[src/rtl/dmem_port_arbiter_pkg.sv]
// Shared types for the dmem port arbiter: request record, arbiter state, idle request constant.
package data_types;

  typedef logic [31:0] word32_t;

  typedef struct packed {
    logic    write;
    word32_t addr;
    word32_t data;
  } dmem_req_t;

  typedef enum logic {
    ARB_IDLE = 1'b0,
    ARB_BUSY = 1'b1
  } dmem_arb_state_e;

  localparam dmem_req_t DMEM_REQ_IDLE = '0;

endpackage

[src/rtl/dmem_port_arbiter.sv]
// Round-robin two-requester arbiter for the single data-memory port, one transaction in flight.
// Optional busy timeout/abort enabled by defining DMEM_ARB_TIMEOUT_EN.
module dmem_port_arbiter
  import data_types::*;
#(
  parameter int TIMEOUT_CYCLES = 64
) (
  input  logic    clk_i,
  input  logic    reset_i,
  input  logic    req0_valid_i,
  input  logic    req0_write_i,
  input  word32_t req0_addr_i,
  input  word32_t req0_data_i,
  output logic    req0_ready_o,
  output logic    req0_done_o,
  output word32_t req0_rd_data_o,
  output logic    req0_err_o,
  input  logic    req1_valid_i,
  input  logic    req1_write_i,
  input  word32_t req1_addr_i,
  input  word32_t req1_data_i,
  output logic    req1_ready_o,
  output logic    req1_done_o,
  output word32_t req1_rd_data_o,
  output logic    req1_err_o,
  input  word32_t dmem_rd_data_i,
  input  logic    dmem_done_i,
  output logic    dmem_read_o,
  output logic    dmem_write_o,
  output word32_t dmem_addr_o,
  output word32_t dmem_data_o
);

  dmem_arb_state_e state_q, state_d;
  logic            prio_q, prio_d;
  logic            owner_q, owner_d;
  dmem_req_t       req_q, req_d;
  logic [1:0]      done_q, done_d;
  word32_t [1:0]   rd_data_q, rd_data_d;

  logic [1:0] vld;
  logic       win;
  logic       idle;
  dmem_req_t  sel_req;

`ifdef DMEM_ARB_TIMEOUT_EN
  localparam int CW = $clog2(TIMEOUT_CYCLES + 1);
  logic [CW-1:0] cnt_q, cnt_d;
  logic [1:0]    err_q, err_d;
  logic          limit;
  // cnt_q holds the number of busy cycles already completed, so the limit
  // cycle is the TIMEOUT_CYCLES-th busy cycle.
  assign limit = (cnt_q == CW'(TIMEOUT_CYCLES - 1));
`endif

  assign vld  = {req1_valid_i, req0_valid_i};
  assign idle = (state_q == ARB_IDLE);
  assign win  = (vld[0] & vld[1]) ? prio_q : vld[1];

  assign sel_req = win ? '{write: req1_write_i, addr: req1_addr_i, data: req1_data_i}
                       : '{write: req0_write_i, addr: req0_addr_i, data: req0_data_i};

  assign req0_ready_o = idle & ~reset_i & vld[0] & ~win;
  assign req1_ready_o = idle & ~reset_i & vld[1] &  win;

  always_comb begin
    state_d   = state_q;
    prio_d    = prio_q;
    owner_d   = owner_q;
    req_d     = req_q;
    done_d    = '0;
    rd_data_d = rd_data_q;
`ifdef DMEM_ARB_TIMEOUT_EN
    cnt_d     = cnt_q;
    err_d     = '0;
`endif
    case (state_q)
      ARB_IDLE: begin
        if (|vld) begin
          req_d   = sel_req;
          owner_d = win;
          prio_d  = ~win;
          state_d = ARB_BUSY;
`ifdef DMEM_ARB_TIMEOUT_EN
          cnt_d   = '0;
`endif
        end
      end
      ARB_BUSY: begin
        if (dmem_done_i) begin
          state_d         = ARB_IDLE;
          done_d[owner_q] = 1'b1;
          if (!req_q.write) rd_data_d[owner_q] = dmem_rd_data_i;
`ifdef DMEM_ARB_TIMEOUT_EN
        end else if (limit) begin
          state_d         = ARB_IDLE;
          done_d[owner_q] = 1'b1;
          err_d[owner_q]  = 1'b1;
        end else begin
          cnt_d = cnt_q + 1'b1;
`endif
        end
      end
      default: state_d = ARB_IDLE;
    endcase
  end

  always_ff @(posedge clk_i or posedge reset_i) begin
    if (reset_i) begin
      state_q   <= ARB_IDLE;
      prio_q    <= 1'b0;
      owner_q   <= 1'b0;
      req_q     <= DMEM_REQ_IDLE;
      done_q    <= '0;
      rd_data_q <= '0;
    end else begin
      state_q   <= state_d;
      prio_q    <= prio_d;
      owner_q   <= owner_d;
      req_q     <= req_d;
      done_q    <= done_d;
      rd_data_q <= rd_data_d;
    end
  end

`ifdef DMEM_ARB_TIMEOUT_EN
  always_ff @(posedge clk_i or posedge reset_i) begin
    if (reset_i) begin
      cnt_q <= '0;
      err_q <= '0;
    end else begin
      cnt_q <= cnt_d;
      err_q <= err_d;
    end
  end
  assign req0_err_o = err_q[0];
  assign req1_err_o = err_q[1];
`else
  assign req0_err_o = 1'b0;
  assign req1_err_o = 1'b0;
`endif

  assign dmem_read_o    = (state_q == ARB_BUSY) & ~req_q.write;
  assign dmem_write_o   = (state_q == ARB_BUSY) &  req_q.write;
  assign dmem_addr_o    = req_q.addr;
  assign dmem_data_o    = req_q.data;
  assign req0_done_o    = done_q[0];
  assign req1_done_o    = done_q[1];
  assign req0_rd_data_o = rd_data_q[0];
  assign req1_rd_data_o = rd_data_q[1];

endmodule

[config.mk]
export PLATFORM = sky130hd
export DESIGN_NAME = dmem_port_arbiter
export DESIGN_NICKNAME = d
export VERILOG_FILES = /design/src/rtl/dmem_port_arbiter_pkg.sv /design/src/rtl/dmem_port_arbiter.sv
export SDC_FILE = /design/constraint.sdc
export NUM_CORES = 1
export LEC_CHECK = 0
export ABC_AREA = 1
export BUFFER_PORTS_ARGS = -buffer_cell sky130_fd_sc_hd__clkbuf_2
export CAP_MARGIN = 20
export CORE_UTILIZATION = 31
export DETAILED_ROUTE_END_ITERATION = 16
export SYNTH_ARGS = -nofsm -noshare
export SYNTH_HDL_FRONTEND = slang
export SYNTH_SLANG_ARGS = --single-unit
[constraint.sdc]
create_clock -name clk_i -period 6.5 [get_ports clk_i]
set_input_delay 1.625 -clock clk_i [delete_from_list [all_inputs] [get_ports clk_i]]
set_output_delay 1.625 -clock clk_i [all_outputs]
set_load 0.01 [all_outputs]
Yosys cells after proc, flatten, opt, wreduce, memory -nomap -nowiden
Cells that the tools add are included.
- $lt $le $gt $ge: 2
- mux-type cells: 12
- bitwise gates (word level): 12
- reductions and logical operators: 4
- operators by type and width (kind ; number):
    2-to-1 mux 65 bit ; 1
    bitwise mux 64 bit ; 1
    demux 32 bit (select 1 bit) ; 1
    2-to-1 mux 32 bit ; 1
    AND 1 bit ; 8
    2-to-1 mux 1 bit ; 4
    2-to-1 mux 2 bit ; 2
    inverter 1 bit ; 4
    AND reduction 3 bit ; 1
    less-than comparator 1 x 2 -> 1 bit (second input constant) ; 1
    one-hot mux 1 bit (2 select lines) ; 1
    AND reduction 2 bit ; 1
    OR reduction 2 bit ; 1
    demux 1 bit (select 1 bit) ; 1
    >= comparator 1 bit (second input constant) ; 1
    logical AND 1 bit ; 1
- register bits: 134
- word-level logic and storage cells: 39

Depth between registers and ports, before layout
Gate-level depths: netlist (run 1).
- depth after elaboration: 6
- depth in mapped cells: 8

Worst setup path before layout (run 1)
OpenSTA, ideal clock, no wires.
- path type: input to output
- start point: input port reset_i
- end point: output port req0_ready_o
- data arrival time: 4.939 ns
- data required time: 4.875 ns
- setup slack: -0.064 ns
- stages on the path: 3
- buffers on the path: 0
- path through: inv_1 nand2_1 nor2_1
- longest elaborated chain between the ends: 4
- RTL lines (element ; line ; source):
    from (decl) ; dmem_port_arbiter.sv:9 ; input logic reset_i,
    inverter 1 bit ; dmem_port_arbiter.sv:63 ; assign req0_ready_o = idle & ~reset_i & vld[0] & ~win;
    AND 1 bit (3 in a row) ; dmem_port_arbiter.sv:63 ;
    to (decl) ; dmem_port_arbiter.sv:14 ; output logic req0_ready_o,
Every way passes these cells.

Worst setup path in the final report (run 1)
- start point: input port reset_i
- end point: output port req1_ready_o
- longest elaborated chain between the ends: 4
- RTL lines (element ; line ; source):
    inverter 1 bit ; dmem_port_arbiter.sv:64 ; assign req1_ready_o = idle & ~reset_i & vld[1] & win;
    AND 1 bit (3 in a row) ; dmem_port_arbiter.sv:64 ;
    to (decl) ; dmem_port_arbiter.sv:22 ; output logic req1_ready_o,
Every way passes these cells.

==> results of run 1 <==
-- tightest hold or removal path, delay by kind of cell, from the launching register on --
kind / cells / cell delay (ps)
flip-flops: 1 / 340
AND/OR/NAND/NOR: 2 / 100
-- how the worst max path moves through the flow --
stage	from	end
after floorplan	reset_i	req0_ready_o
after global placement	reset_i	req1_ready_o
after detailed placement	reset_i	req1_ready_o
after CTS	reset_i	req1_ready_o
after global routing	reset_i	req1_ready_o
final	reset_i	req1_ready_o
-- cell type report --
| cell class | count | share of cell area (%) |
|---|---|---|
| Tap cell | 275 | 4.02 |
| Clock buffer | 18 | 5.13 |
| Timing Repair Buffer | 309 | 18.3 |
| Clock inverter | 14 | 1.92 |
| Sequential cell | 134 | 39.2 |
| Multi-Input combinational cell | 475 | 24.0 |
| Inverter | 168 | 7.41 |
-- cell families after synthesis --
logic type      after synthesis  synth area share (%)
other cells                   1                0.0556
flops                       134                  49.7
compound gates               68                  5.10
simple gates                405                  25.1
buf+inv                     281                  20.1
-- flip-flops by register name, summed over array words and instances (netlist names) --
name,count
dmem_addr_o,32
dmem_data_o,32
req0_rd_data_o,32
req1_rd_data_o,32
done_q,2
owner_q,1
prio_q,1
req_q,1
state_q,1
-- Yosys cell counts --
library cell / number / area share (%)
conb_1: 1 / 0.056
buf_4: 70 / 7.8
inv_2: 2 / 0.11
nand3_1: 130 / 9.6
nand2_2: 2 / 0.19
o21ai_2: 1 / 0.13
clkbuf_1: 14 / 0.78
nor2_1: 5 / 0.28
buf_2: 28 / 2.1
dfrtp_1: 134 / 50
buf_1: 1 / 0.056
nand2_1: 267 / 15
o21ai_1: 67 / 5.0
nor2_2: 1 / 0.093
inv_1: 166 / 9.2
-- report_power, final --
group | internal, mW | switching [mW]
registers | 1.19 | 0.205
logic | 0.481 | 0.754
clock network | 0.588 | 0.402
total | 2.26 | 1.36
-- metal layers --
metal	GRT usage [%]	part of all wire (%)	wire length [um]	vias to the layer above
met5	0	0	0	-
met4	5.51	1.1	206	0
met3	4.60	8.6	1580	10
met2	26.3	45	8240	256
met1	22.5	45	8300	2641
li1	-	-	-	3057
==> summary.txt, run 1 <==
Setup path
  – Slowest library cell on the worst path: clkinvlp_4
  – Worst EP required: 4880 ps
  – Critical path's top delay family: buffers and inverters
  – R2r setup slk: 4570 ps
  – CP Capture Type: output port
  – Kind of critical path: in -> out
  – CP max FO: 24
  – Stages on worst setup path: 5
  – CP Cell Sequence: clkbuf_2, clkinvlp_4, nand2_1, nor2_1, clkbuf_2
  – Reg2reg end: dmem_addr_o[13]
  – Worst r2r path cells: 7
  – Crit path largest cell delay: 500 ps
  – Critical path buffers and inverters: 3
  – Top cell by count, worst path: clkbuf_2
  – FF-to-FF Start: prio_q
  – Critical Path Source Type: input port
  – Crit path DAT: 2820 ps

Run
  – Max-cap check violation count: 0

Place
  – Dpl cells: 1361
  – Pre-CTS setup slack: 1990 ps
  – Post-DP HPWL: 12.9 mm
  – Placed Area: 0.00796 mm^2
  – Final Wtd Congestion: 0.767
  – Port-buffer cells: 300

Power and ir drop
  – Leakage Power: 5.27 nW
  – Peak VDD IR: 0.239 mV
  – PD cells: 423 mW/mm^2
  – Total design power: 3.62 mW

Routing
  – DR vias: 5964
  – Antenna-violating nets left: 0
  – Number of remaining DRC errors: 0
  – Routed WL: 18.3 mm
  – Initial DRC count: 186
  – Routed len/inst: 13.2 um
  – Drt first pass iters: 4
  – Vias/cell: 4.28

Yosys
  – Cell variety after synth: 15
  – Post-Syn Instances: 889
  – Mean post-synth cell area: 7.59 um^2
  – Synth Warn #: 0
  – Post-synthesis sequential area ratio: 49.7%
  – Synth Register Bits: 134
  – Post-Synthesis Cell Area: 0.00674 mm^2

Timing
  – Max_slew headroom: 44.2%
  – Setup-failing EPs final: 0
  – Final max-slew violation count: 0
  – Worst hold margin: 476 ps
  – Fin crit share: 68.3%
  – Tmin final: 4440 ps
  – Max Freq: 0.225 GHz
  – Skew final: 7.95 ps
  – Worst Max-Slew Pin Slew: 837 ps
  – Setup tns final: 0 ps
  – Final hold violations: 0
  – Setup ws final: 2060 ps
  – Unrepaired setup endpoints after global routing: no

Floorplan
  – Core area: 0.0212 mm^2
  – Ports: 303
  – Die height: 149 um
  – Die ar.: 0.0223 mm^2
  – Initial Util: 31.9%
  – Site row count: 53
  – Die Wd: 149 um

GRT
  – GRT Util Overall: 16.9%
  – Global route overflow: 0
  – Antenna violations before repair: 0
  – Largest net degree at the start of global routing: 68
  – Vias in the first global route: 5715
  – Wire length of the first global-routing pass: 29.1 mm

Clock network
  – Worst-Skew Late Latency: 410 ps
  – Longest Clk Path Bufs: 2
  – CTS Buf Count: 17
  – H-tree depth: 4
  – Setup Fix Bufs, Post-CTS: 0
  – CTS Hold Buffers Added: 0
  – CTS tree: yes
  – TritonCTS Sinks: 134
  – Clock tree root buffer cell: clkbuf_16
  – Post-cts repair resize count: 0
  – Clock slew at reported path FFs: 60 ps

Layout
  – Layout Cells excl Fill: 1393
  – # nets final: 1272
  – Area of the multi-input gates: 0.00205 mm^2
  – Share of cells above drive strength 1: 31.3%
  – Fin area: 0.00856 mm^2
  – Area Overhead vs Synth: 26.9%
  – Most common cell after layout, fill and taps aside: clkbuf_2
  – Most frequent cells in the layout: 300 x clkbuf_2, 265 x nand2_1, 165 x inv_1, 134 x dfrtp_1, 130 x nand3_1
  – Final core occ: 40.5%
  – # fillers: 2254
  – Diodes inserted: 0
  – Register area: 0.00335 mm^2

Run status
  – Outcome: complete, no violations

Worst hold path
  – Worst hold path type: reg -> reg
  – Hold Path Origin: dmem_data_o[27]
  – Worst Hold Path Cells: 2
  – Hold EP: dmem_data_o[27]
No activity file was read; power rests on OpenSTA's default activity.
==> run 2, diff against run 1 <==
Clock period 6.5 ns to 4.65 ns, I/O delays scaled along.
==> run 2 against run 1 <==
Net effect: clock power grew 42%; register-to-register slack lost 1700 ps; via count grew 0.59%; combinational power grew 39%; critical path depth grew 1; flip-flop and latch count is the same; die area is the same; count of clock-buffer cells in the layout shrank 1; design area grew 0.34%; non-clock buffer count is the same; critical endpoint is now req0_ready_o; largest power group unchanged; highest routed layer unchanged.
==> summary.txt, run 2 (synthesized netlist as in run 1, its figures left out) <==
Setup path
  – CP max FO: 12 (was 24)
  – CP Capture Type: output port (unchanged)
  – Critical Path Source Type: input port (unchanged)
  – Kind of critical path: in -> out (unchanged)
  – CP Cell Sequence: clkbuf_2, nand2_2, nand2_2, nand2_1, nor2_1, clkbuf_2 (was clkbuf_2, clkinvlp_4, nand2_1, nor2_1, clkbuf_2)
  – Slowest library cell on the worst path: nand2_2 (was clkinvlp_4)
  – Reg2reg end: dmem_data_o[7] (was dmem_addr_o[13])
  – Worst EP required: 3490 ps (was 4880 ps)
  – Stages on worst setup path: 6 (was 5)
  – R2r setup slk: 2870 ps (was 4570 ps)
  – Crit path DAT: 1850 ps (was 2820 ps)
  – Worst Setup EP: req0_ready_o (was req1_ready_o)
  – FF-to-FF Start: state_q (was prio_q)
  – Critical path's top delay family: simple AND/OR/NAND/NOR gates (was buffers and inverters)
  – Crit path largest cell delay: 170 ps (was 500 ps)
  – CP startpoint: req0_valid_i (was reset_i)
  – Worst r2r path cells: 6 (was 7)
  – Critical path buffers and inverters: 2 (was 3)

Power and ir drop
  – Sw Share: 37.1% (was 37.6%)
  – Combinational Power Share: 33.9% (was 34.1%)
  – PD cells: 592 mW/mm^2 (was 423 mW/mm^2)
  – Total design power: 5.08 mW (was 3.62 mW)
  – Leakage Power: 5.28 nW (was 5.27 nW)
  – Flop pwr share: 38.4% (was 38.5%)
  – Peak VDD IR: 0.319 mV (was 0.239 mV)
  – Net Switching: 1.88 mW (was 1.36 mW)
  – Clock power frac: 27.7% (was 27.3%)
  – Cell Int Power: 3.20 mW (was 2.26 mW)

Routing
  – Vias/cell: 4.31 (was 4.28)
  – Drt first pass iters: 4 (unchanged)
  – Routed WL: 17.9 mm (was 18.3 mm)
  – DR vias: 5999 (was 5964)
  – Antenna-violating nets left: 0 (unchanged)
  – Number of remaining DRC errors: 0 (unchanged)
  – Routed len/inst: 12.8 um (was 13.2 um)
  – Initial DRC count: 161 (was 186)

Clock network
  – Clock slew at reported path FFs: 60 ps (about the same)
  – H-tree depth: 4 (unchanged)
  – CTS tree: yes (unchanged)
  – Longest Clk Path Bufs: 2 (unchanged)
  – CTS Buf Count: 17 (unchanged)
  – Setup Fix Bufs, Post-CTS: 0 (unchanged)
  – Worst-Skew Late Latency: 410 ps (about the same)
  – CTS Hold Buffers Added: 0 (unchanged)
  – TritonCTS Sinks: 134 (unchanged)
  – Post-cts repair resize count: 0 (unchanged)
  – Clock tree root buffer cell: clkbuf_16 (unchanged)

Timing
  – Worst Max-Slew Pin Slew: 732 ps (was 837 ps)
  – Unrepaired setup endpoints after global routing: no (unchanged)
  – Skew final: 7.75 ps (was 7.95 ps)
  – Tmin final: 3010 ps
  – Max_slew headroom: 51.2% (was 44.2%)
  – Setup ws final: 1640 ps (was 2060 ps)
  – Fin crit share: 64.7%
  – Max Freq: 0.332 GHz
  – Setup-failing EPs final: 0 (unchanged)
  – Final max-slew violation count: 0 (unchanged)
  – Worst hold margin: 474 ps (was 476 ps)
  – Setup tns final: 0 ps (unchanged)
  – Final hold violations: 0 (unchanged)

Place
  – Final Wtd Congestion: 0.779 (was 0.767)
  – Pre-CTS setup slack: 1590 ps (was 1990 ps)
  – Placed Area: 0.00797 mm^2 (was 0.00796 mm^2)
  – Post-DP HPWL: 12.8 mm (was 12.9 mm)
  – Port-buffer cells: 300 (unchanged)

Floorplan
  – Initial Util: 31.9% (unchanged)
  – Site row count: 53 (unchanged)
  – Core area: 0.0212 mm^2 (unchanged)
  – Die height: 149 um (unchanged)
  – Ports: 303 (unchanged)
  – Die ar.: 0.0223 mm^2 (unchanged)
  – Die Wd: 149 um (unchanged)

Worst hold path
  – Worst hold path type: reg -> reg (unchanged)
  – Hold Path Origin: dmem_data_o[13] (was dmem_data_o[27])

Layout
  – Area Overhead vs Synth: 27.3% (was 26.9%)
  – Share of cells above drive strength 1: 31.3% (unchanged)
  – Fin area: 0.00859 mm^2 (was 0.00856 mm^2)
  – # nets final: 1272 (unchanged)
  – Most common cell after layout, fill and taps aside: clkbuf_2 (unchanged)
  – Most frequent cells in the layout: 300 x clkbuf_2, 265 x nand2_1, 165 x inv_1, 134 x dfrtp_1, 130 x nand3_1 (unchanged)
  – Diodes inserted: 0 (unchanged)

GRT
  – Global route overflow: 0 (unchanged)
  – Wire length of the first global-routing pass: 27.9 mm (was 29.1 mm)
  – GRT Util Overall: 16.0% (was 16.9%)
  – Antenna violations before repair: 0 (unchanged)
  – Largest net degree at the start of global routing: 135 (was 68)
  – Vias in the first global route: 5445 (was 5715)

Run
  – Max-cap check violation count: 0 (unchanged)

Run status
  – Outcome: complete, no violations (unchanged)
==> run 2: cell types whose count changed in the layout (fill, tap and decap cells not counted), sizes merged <==
cell,previous run,this run
bufinv,2,3
clkbuf,318,317
clkinv,2,4
inv,175,173
==> run 2: per-stage QoR <==
| stage | instances | util (%) |
|---|---|---|
| finish | 1393 | 40.6 |
| global route | 1393 | 40.6 |
| CTS | 1393 | 40.6 |
| detailed placement | 1361 | 37.7 |
| global placement | 1361 | 37.7 |
| floorplan | 890 | - |
==> run 2: worst min-delay path by stage <==
stage | to | depth (start not counted) | slack [ps]
after global routing | dmem_data_o[6] | 2 | 500
after global placement | dmem_addr_o[21] | 2 | 460
final | dmem_data_o[13] | 2 | 470
after floorplan | dmem_addr_o[0] | 2 | 450
after detailed placement | dmem_data_o[5] | 2 | 460
after CTS | dmem_data_o[5] | 2 | 480
==> run 2: layout make-up <==
cell class / count / area [um^2]
timing repair buffer: 309 / 1580
multi-input combinational: 475 / 2050
clock inverter: 15 / 194
clock buffer: 17 / 425
inverter: 168 / 634
fill: 2217 / 12600
sequential: 134 / 3350
tap: 275 / 344
==> run 2: power by group through the flow <==
| stage | clock network, mW | registers, mW | logic [mW] |
|---|---|---|---|
| after floorplan | 0 | 2.03 | 1.18 |
| after global placement | 0 | 1.96 | 1.74 |
| after detailed placement | 0 | 1.96 | 1.75 |
| after CTS | 1.46 | 1.96 | 1.75 |
| after global routing | 1.52 | 2.02 | 1.94 |
| final | 1.41 | 1.95 | 1.72 |
==> run 2: routing by layer <==
layer  track usage, %  vias to the layer above  wire (um)
met1             21.6                     2698       8370
li1                 -                     3051          -
met5                0                        -          0
met4             4.44                        0        134
met2             24.7                      244       7830
met3             4.97                        6       1560
==> run 2: worst reg2reg max path: stages (launching register included) <==
cell and delay [ps]:
dfrtp_1 410, inv_1 180, o21ai_4 90, inv_2 520, buf_4 350, nand3_1 100, nand2_1 70
